<file path="config.mk">
export PLATFORM = sky130hd
export DESIGN_NAME = regfile_wb_queue
export DESIGN_NICKNAME = d
export VERILOG_FILES = /design/src/rtl/regfile_wb_queue.sv
export SDC_FILE = /design/constraint.sdc
export NUM_CORES = 1
export LEC_CHECK = 0
export CAP_MARGIN = 20
export CORE_MARGIN = 3
export CORE_UTILIZATION = 40
export CTS_CLUSTER_DIAMETER = 80
export CTS_CLUSTER_SIZE = 25
export DETAILED_ROUTE_END_ITERATION = 8
export GPL_TIMING_DRIVEN = 0
export PLACE_DENSITY = 0.64
export SETUP_SLACK_MARGIN = 0.2
export SLEW_MARGIN = 20
export SYNTH_ARGS = -nofsm -noshare
export SYNTH_HDL_FRONTEND = slang
export SYNTH_SLANG_ARGS = --single-unit
</file>
<file path="constraint.sdc">
create_clock -name clk -period 6.8 [get_ports clk]
set_input_delay 1.36 -clock clk [delete_from_list [all_inputs] [get_ports clk]]
set_output_delay 1.36 -clock clk [all_outputs]
set_load 0.01 [all_outputs]
</file>
<file path="src/rtl/regfile_wb_queue.sv">
// ---------------------------------------------------------------------------
// regfile_wb_queue
//   Write-back initiator for the 32-entry register file. Result requests from
//   the execute and load paths are buffered in a small circular FIFO and
//   drained one per cycle onto the register file write port whenever that
//   port is granted. A combinational lookup exposes the youngest pending value
//   for any register, so read-side logic never sees a stale register file.
//
// Ports
//   clk         rising-edge clock
//   rst_n       synchronous active-low reset
//   in_valid    producer has a write-back request
//   in_ready    queue can accept a request this cycle (count < DEPTH)
//   in_reg      destination register index (index 0 is consumed, not stored)
//   in_data     value to write
//   wb_en       register file write port granted this cycle
//   RegWrite    write strobe to register file (pops the head entry)
//   w_reg       register file write index (head entry, else 0)
//   write_data  register file write data (head entry, else 0)
//   fwd_reg     register index being looked up by read logic
//   fwd_hit     a pending entry targets fwd_reg
//   fwd_data    youngest pending value for fwd_reg, else 0
//   count       current number of valid entries
// ---------------------------------------------------------------------------
module regfile_wb_queue #(
  parameter int WIDTH = 32,
  parameter int DEPTH = 4
) (
  input  logic                     clk,
  input  logic                     rst_n,
  input  logic                     in_valid,
  output logic                     in_ready,
  input  logic [4:0]               in_reg,
  input  logic [WIDTH-1:0]         in_data,
  input  logic                     wb_en,
  output logic                     RegWrite,
  output logic [4:0]               w_reg,
  output logic [WIDTH-1:0]         write_data,
  input  logic [4:0]               fwd_reg,
  output logic                     fwd_hit,
  output logic [WIDTH-1:0]         fwd_data,
  output logic [$clog2(DEPTH):0]   count
);

  localparam int PW = $clog2(DEPTH);
  localparam int CW = PW + 1;

  typedef struct packed {
    logic [4:0]       rd;
    logic [WIDTH-1:0] data;
  } entry_t;

  entry_t           mem_q [DEPTH];
  logic [DEPTH-1:0] valid_q, valid_d;
  logic [PW-1:0]    wr_ptr_q, rd_ptr_q;
  logic [CW-1:0]    count_q, count_d;

  logic   push, pop, not_empty;
  entry_t head;

  assign not_empty = (count_q != '0);
  assign in_ready  = (count_q < CW'(DEPTH));
  // Register 0 requests complete the handshake but are never stored.
  assign push      = in_valid && in_ready && (in_reg != 5'd0);
  // Gated by rst_n so no write leaves the queue in the cycle reset is sampled.
  assign pop       = not_empty && wb_en && rst_n;

  assign head       = mem_q[rd_ptr_q];
  assign RegWrite   = pop;
  assign w_reg      = not_empty ? head.rd   : 5'd0;
  assign write_data = not_empty ? head.data : '0;
  assign count      = count_q;

  // NOTE: every variable written in always_comb gets a default first, so no
  // path leaves it unassigned and no latch is inferred.
  always_comb begin
    count_d = count_q;
    if (push && !pop) count_d = count_q + 1'b1;
    else if (!push && pop) count_d = count_q - 1'b1;

    // Push and pop never hit the same slot: that would need count == 0,
    // where no pop is possible.
    valid_d = valid_q;
    if (pop)  valid_d[rd_ptr_q] = 1'b0;
    if (push) valid_d[wr_ptr_q] = 1'b1;
  end

  // Forwarding: walk entries oldest to youngest so a later match overrides an
  // earlier one. The head being popped this cycle still matches, because the
  // register file has not captured it yet.
  always_comb begin
    logic [PW-1:0] idx;
    fwd_hit  = 1'b0;
    fwd_data = '0;
    idx      = '0;
    for (int k = 0; k < DEPTH; k++) begin
      idx = rd_ptr_q + PW'(k);
      if ((CW'(k) < count_q) && valid_q[idx] && (fwd_reg != 5'd0) &&
          (mem_q[idx].rd == fwd_reg)) begin
        fwd_hit  = 1'b1;
        fwd_data = mem_q[idx].data;
      end
    end
  end

  // NOTE: sequential state uses non-blocking assignments so every register
  // samples its next value from the same pre-edge snapshot.
  always_ff @(posedge clk) begin
    if (!rst_n) begin
      wr_ptr_q <= '0;
      rd_ptr_q <= '0;
      count_q  <= '0;
      valid_q  <= '0;
    end else begin
      if (push) wr_ptr_q <= wr_ptr_q + 1'b1;
      if (pop)  rd_ptr_q <= rd_ptr_q + 1'b1;
      count_q <= count_d;
      valid_q <= valid_d;
    end
  end

  // NOTE: the entry payload is not reset; it is only ever observed through a
  // valid bit or count, both of which are cleared, so a reset would only
  // cost fan-out on the storage array.
  always_ff @(posedge clk) begin
    if (push) mem_q[wr_ptr_q] <= '{rd: in_reg, data: in_data};
  end

endmodule

</file>
# After elaboration in Yosys (flattened, before gate mapping)
# Memories as Yosys holds them, arrays and structs flattened. A register that Yosys moved wholly into a read port is not among the register bits.
# Cells that the tools add are included.
# totals
regBits	11
ram_bits	148
elab_cells	86
memories	1
latchBits	0
inputBits	46
mem_bits_ro	0
out_inout_bits	75
# op_classes
n_bitwise	3
eq_ne	4
addsub	6
reduce_logical	26
mux	30
n_lt_le_gt_ge	12
shift	0
div_mod_pow	0
multipliers	0
# mem_list
memory	depth	word_bits	read_ports	rd_ports_with_merged_regs	wr	line	text
mem_q	4	37	4	1	1	53	entry_t mem_q [DEPTH];
# op_table
operator	n
$mux 32	5
$eq 5x5->1	4
$logic_and 1x1->1	20
$lt 2x3->1 const B	5
$mux 1	12
$reduce_bool 5->1	2
$bmux 1 s2	4
$mux 4	2
$lt 1x3->1 const A	2
$lt 2x3->1 const A	2
$mux 3	2
$mux 5	1
$add 2x1->2 const B	2
$add 2x2->2 const B	2
$and 4x4->4	1
$demux 1 s2	2
$ge 2x1->1 const B	2
$mux 2	2
$not 4->4	1
$or 4x4->4	1
$add 3x1->3 const B	1
$lt 3x3->1 const B	1
$reduce_bool 3->1	1
$sub 3x1->3 const B	1
2 further kinds	3

# Logic depth before layout (Yosys ltp)
# Gate-level depths: netlist (run 1).
# logic_depth
depth_word	9
mapped_depth	17
ltp_nobuf	9

# Least setup slack after synthesis (run 1)
# No wires, ideal clock.
# synth_timing
path_type	register to output
from	register rd_ptr_q[0]
to	output fwd_data[30]
arrival_ns	4.432
slack_ns	1.008
t_required_ns	5.440
path_buffers	9
path_stages_with_launch	17
path_cell_list	dfxtp_1 > buf_6 > buf_6 > buf_2 > buf_2 > buf_1 > inv_1 > ha_1 > buf_2 > buf_1 > mux4_2 > xnor2_1 > nand4_1 > or4_1 > buf_2 > buf_1 > a311oi_2
# synth_via
elab_chain_cells	9
elab_cells_between_ends	31
cone_classes	add/sub (3); eq/ne (3); mux (12); reduce/logical (12); memory (1)
# synth_rtl
item	line	text
from (decl)	55	logic [PW-1:0] wr_ptr_q, rd_ptr_q;
from (signal assigned)	116	if (pop) rd_ptr_q <= rd_ptr_q + 1'b1;
branches (longest 8 deep; another with $mem_v2 4x37)	-	
$mux 32 (*)	98	if ((CW'(k) < count_q) && valid_q[idx] && (fwd_reg != 5'd0) &&
to (decl)	41	output logic [WIDTH-1:0] fwd_data,
# Every way passes the cells marked *. The select of a mux whose other input is x is not followed.

# Final worst setup path (run 1)
# layout_timing
from	register rd_ptr_q[0]
to	output fwd_data[0]
# The elaborated chain is that of the path after synthesis.

==> flow_summary.ini, run 1 <==
[placement]
gp_congestion = 0.8300
dpl_worst_slack_ns = -1.011
placed_cells = 1305
hpwl_um = 20500
port_buffers = 115
placed_area_mm2 = 0.01198

[timing]
finalSetupViolations = 0
fin_crit_ns = 6.385
slew_viol_final = 0
fin_worst_skew_ns = 0.01047
worst_slew_pin_slew_ns = 0.9707
fmax_mhz = 156.6
rsz0062_at_grt = false
maxSlewHeadroom = 0.3529
fin_crit_sh = 0.9389
hold_ws_ns = 0.5426
hold_violations = 0
tns_ns = 0
worst_slack_ns = 0.4152

[floorplan]
num_rows = 58
die_h_um = 166.9
start_util = 0.4088
core_area_mm2 = 0.02533
io_pins = 121
die_area_mm2 = 0.02785
dieWidth_um = 166.9

[pwr]
p_total_mw = 4.968
power_frac_seq = 0.266
comb_power_share = 0.551
power.switching_mw = 1.919
swShare = 0.3864
p_int_mw = 3.048
p_leak_nw = 3.985
vdd_ir_drop_max_v = 0.0001857
clkPwrFrac = 0.182
p_per_area_mw_per_mm2 = 391.1

[layout]
fin_cells = 1337
fin_util = 0.5015
area_delta_synth_final_pct = 22.68
num-fill-cells = 2186
final-seq-area_mm2 = 0.004706
n_antenna_cell = 0
final_cell_area_mm2 = 0.01270
drive_gt1_frac = 0.1956
multi_input_area_mm2 = 0.005363
fin_nets = 1055

[clock_network]
clk_pin_slew_ns = 0.06
cts_buffers = 17
htree_num_levels = 4
root_buffer = clkbuf_16
holdBufCountCts = 0
clock_latency_ns = 0.43
clock_path_buffers = 2
cts.sinks = 161
cts_tree = done

[drt]
drt-total-wl_um = 29640
drc = 0
via_per_inst = 5.916
dr_total_vias = 7910
drt-wirelength-per-cell_um = 22.17
firstDrtPassIters = 6
ant_nets = 0
dr.first_iter.drc_count = 870

[synth]
synth_nets = 917
async_flop_share = 0
ys_warn_count = 0
yosys.cell_types.count = 38
syn-cell-area_mm2 = 0.01035
ys_ff_latch = 161
ys_seq_area_frac = 0.4544
avgSynthCellArea_um2 = 12.07
synth_ff_type = edfxtp_1
yosys.area.top_type = edfxtp_1
synth.area.top_cells = edfxtp_1, mux4_2, mux2_2
yosys-top-cells-count = edfxtp_1, nor2_1, mux4_2
synth_top_area_share = 0.4292
synthCells = 858
synth.most_common_cell = edfxtp_1
synth_edf_count = 148

[global_routing]
overflow = 0
grt_start_max_net_pins = 39
grt_pass1_wl_um = 45350
antenna_found_initial = 0
grtUsageTotal = 0.2100
grt_pass1_vias = 7896

[worst_setup_path]
cp_max_fo = 10
critPathArrivalTime_ns = 5.02
r2r_cells = 12
crit_path_start_kind = flip-flop
path_class = reg2out
required_ns = 5.44
end_kind = output port

[job]
cap_violations = 0

[hold_path]
whs_path_depth = 2
hp-class = reg2reg

[status]
status = complete, no violations
[area by class of cell]
type | instances | area share
multi-input cells | 606 | 0.4222
flip-flops and latches | 161 | 0.3705
repair buffers | 120 | 0.09752
clock buffers | 19 | 0.03408
well taps | 330 | 0.03251
plain buffers | 82 | 0.03172
clock inverters | 11 | 0.009161
inverters | 8 | 0.002364
[critical path, cell delays in order, from the launching register on]
cell	delay, ns
dfxtp_1	0.38
buf_6	0.18
buf_6	0.19
buf_6	0.20
buf_12	0.12
inv_1	0.07
ha_1	0.28
clkbuf_4	0.21
mux4_2	0.52
xor2_1	0.19
or4_1	0.55
clkbuf_2	0.20
o22ai_4	0.22
buf_4	0.24
o211ai_1	0.13
a31oi_2	0.30
clkdlybuf4s50_1	0.59
[power by group through the flow]
stage	registers, mW	clock network [mW]	logic (mW)
floorplan	1.31	0	1.80
global placement	1.34	0	2.64
detailed placement	1.34	0	2.68
CTS	1.32	0.915	2.72
global route	1.34	0.959	2.96
finish	1.32	0.905	2.74
[layer usage]
metal  vias up  wire length, µm  track usage
met5         -                0            0
met4         0              742      0.06671
met3        51             2265      0.04771
met2       367            13840       0.3385
met1      3905            12790       0.2847
li1       3587                -            -
[registers in the layout, indices dropped and copies added, names as in the netlist, named ones only]
name,flops
mem_q,148
valid_q,4
count,3
rd_ptr_q,2
wr_ptr_q,2
[timing repair]
item / 4_1_cts / 5_1_grt
pin swaps: 0 / 2
gates resized for setup: 28 / 16
hold endpoints to repair: 0 / 0
endpoints found under the setup margin: 33 / 33
buffers inserted: 0 / 3
[final timing paths]
path | from | end | slack [ns]
max | rd_ptr_q[0]$_SDFFE_PN0P_ | fwd_data[0] | 0.42
min | valid_q[0]$_SDFF_PN0_ | valid_q[0]$_SDFF_PN0_ | 0.54
max reg2reg | rd_ptr_q[0]$_SDFFE_PN0P_ | rd_ptr_q[1]$_SDFFE_PN0P_ | 3.46
min reg2reg | valid_q[0]$_SDFF_PN0_ | valid_q[0]$_SDFF_PN0_ | 0.54
[cells in the final DEF (no fill, tap or decap), types with 20 or more instances in the layout]
cell / n
nand2_1: 42
o211ai_1: 30
a21boi_0: 31
clkdlybuf4s50_1: 111
and2_1: 43
nor3_1: 33
edfxtp_1: 148
a31oi_1: 21
xnor2_1: 20
a21oi_1: 69
nor2_1: 98
mux2_2: 34
clkbuf_1: 40
mux2i_1: 36
mux4_2: 86
[cell families (layout without fill, tap and decap cells)]
group	after synthesis	after routing	synth area share
and+or+nand+nor	241	241	0.1092
AOI/OAI and AO/OA	172	172	0.1045
DFF	161	161	0.4544
muxes	156	156	0.2589
buffers and inverters	91	240	0.03698
xor gates and xnor gates	24	24	0.02030
adders and majority gates	13	13	0.01571
Power figures use the tool's default switching activity.
==> run 2: changes to the inputs <==
PLACE_DENSITY = not set   (was 0.64)
PLACE_DENSITY_LB_ADDON = 0.15   (was not set)
==> flow_summary.ini, run 2 (same netlist as run 1, synthesis figures left out) <==
[layout]
area_delta_synth_final_pct = 22.49
num-fill-cells = 2271
n_antenna_cell = 0
final_cell_area_mm2 = 0.01268
mostFrequentLayoutCell = edfxtp_1
largest_register_ffs = 148
drive_gt1_frac = 0.1978
fin_nets = 1057
top_register = mem_q
fin_util = 0.5007
layout_common_cells = edfxtp_1, clkdlybuf4s50_1, nor2_1

[placement]
port_buffers = 115
placed_area_mm2 = 0.01193
dpl_worst_slack_ns = -1.056
gp_congestion = 0.8479
hpwl_um = 20490

[floorplan]
die_h_um = 166.9
dieWidth_um = 166.9
num_rows = 58
io_pins = 121
die_area_mm2 = 0.02785
core_area_mm2 = 0.02533
start_util = 0.4088

[clock_network]
cts.sinks = 161
clock_path_buffers = 2
cts_tree = done
clk_pin_slew_ns = 0.06
root_buffer = clkbuf_16
clock_latency_ns = 0.43
htree_num_levels = 4
holdBufCountCts = 0
cts_buffers = 17

[drt]
dr_total_vias = 8017
via_per_inst = 5.978
drt-total-wl_um = 30580
ant_nets = 0
drc = 0
drt-wirelength-per-cell_um = 22.81
firstDrtPassIters = 5
dr.first_iter.drc_count = 697

[status]
status = complete, no violations

[global_routing]
overflow = 0
grt_start_max_net_pins = 39
grt_pass1_wl_um = 47220
grtUsageTotal = 0.2190
antenna_found_initial = 0
grt_pass1_vias = 8028

[worst_setup_path]
cp_cell_sequence = clkbuf_4 > clkbuf_4 > inv_1 > ha_1 > clkbuf_4 > mux4_2 > xor2_1 > or4_1 > clkbuf_2 > o22ai_4 > buf_4 > o211ai_1 > a31oi_1 > clkdlybuf4s50_1
cp_max_fo = 10
end_kind = output port
path_common_cell = clkbuf_4
cpMaxStageDelayCell = clkdlybuf4s50_1
critPathArrivalTime_ns = 5.06
crit_path_start_kind = flip-flop
cp_slowest_stage_delay_ns = 0.61
path_class = reg2out
required_ns = 5.44

[pwr]
p_total_mw = 4.983
vdd_ir_drop_max_v = 0.0001719
p_leak_nw = 3.947
p_per_area_mw_per_mm2 = 392.9

[timing]
worst_slew_pin_slew_ns = 0.9753
fin_crit_sh = 0.9437
fin_worst_skew_ns = 0.009159
hold_violations = 0
maxSlewHeadroom = 0.3498
slew_viol_final = 0
fmax_mhz = 155.8
worst_slack_ns = 0.3828
fin_crit_ns = 6.417
rsz0062_at_grt = false
finalSetupViolations = 0

[hold_path]
hp-class = reg2reg

[job]
cap_violations = 0
==> run 2: cell types whose count changed in the layout (fill, tap and decap cells not counted), sizes merged <==
cell | previous run | this run
bufinv | 2 | 1
dlymetal6s2s | 4 | 2
clkdlybuf4s50 | 111 | 113
clkinv | 4 | 6
inv | 9 | 10
buf | 42 | 44
==> run 2: power breakdown <==
group | total [mW] | switching (mW) | internal [mW]
clock | 0.903 | 0.400 | 0.503
combinational | 2.76 | 1.46 | 1.29
sequential | 1.32 | 0.0915 | 1.23
total | 4.98 | 1.96 | 3.03
==> run 2: worst paths after layout <==
| path | startpoint | end | slack [ns] | cells after the start |
|---|---|---|---|---|
| max | rd_ptr_q[1]$_SDFFE_PN0P_ | fwd_data[22] | 0.38 | 14 |
| min | valid_q[1]$_SDFF_PN0_ | valid_q[1]$_SDFF_PN0_ | 0.56 | 2 |
| max reg2reg | rd_ptr_q[1]$_SDFFE_PN0P_ | flip-flop | 3.50 | 10 |
| min reg2reg | valid_q[1]$_SDFF_PN0_ | valid_q[1]$_SDFF_PN0_ | 0.56 | 2 |
==> run 2: worst max-delay path: cells and delay by family (launching register included) <==
kind | cells | cell delay, ns
flops | 1 | 0.49
fa+ha+maj | 1 | 0.28
xor+xnor | 1 | 0.19
mux | 1 | 0.52
simple gates | 1 | 0.54
compound gates | 3 | 0.62
buf+inv | 7 | 1.98
==> run 2: layer usage <==
layer  up-vias  track usage  part of all wire
li1       3586            -                 -
met1      4062       0.3037              0.44
met2       325       0.3526              0.48
met3        44      0.04344             0.061
met4         0      0.06349             0.020
met5         -            0                 0
==> run 2: area by class of cell <==
| cell class | instances | area (µm²) | area share |
|---|---|---|---|
| Sequential cell | 161 | 4705 | 0.3710 |
| Multi-Input combinational cell | 606 | 5371 | 0.4235 |
| Clock buffer | 19 | 432.9 | 0.03414 |
| Buffer | 82 | 407.9 | 0.03216 |
| Timing Repair Buffer | 122 | 1209 | 0.09530 |
| Inverter | 8 | 30.03 | 0.002368 |
| Tap cell | 330 | 412.9 | 0.03256 |
| Clock inverter | 13 | 113.9 | 0.008978 |
==> run 2: repair_timing <==
action / CTS / global route
endpoints found under the setup margin: 33 / 33
resized for setup: 30 / 13
setup buffers: 0 / 7
cloned: 0 / 0
pin swaps: 1 / 5
==> run 2: stage by stage <==
| step | TNS (ns) | hold slack, ns | std cells |
|---|---|---|---|
| global placement | -29.61 | 0.5331 | 1303 |
| finish | 0 | 0.5576 | 1341 |
| floorplan | 0 | 0.5071 | 858 |
| global route | 0 | 0.5911 | 1341 |
| CTS | 0 | 0.5572 | 1334 |
| detailed placement | -29.65 | 0.5469 | 1303 |
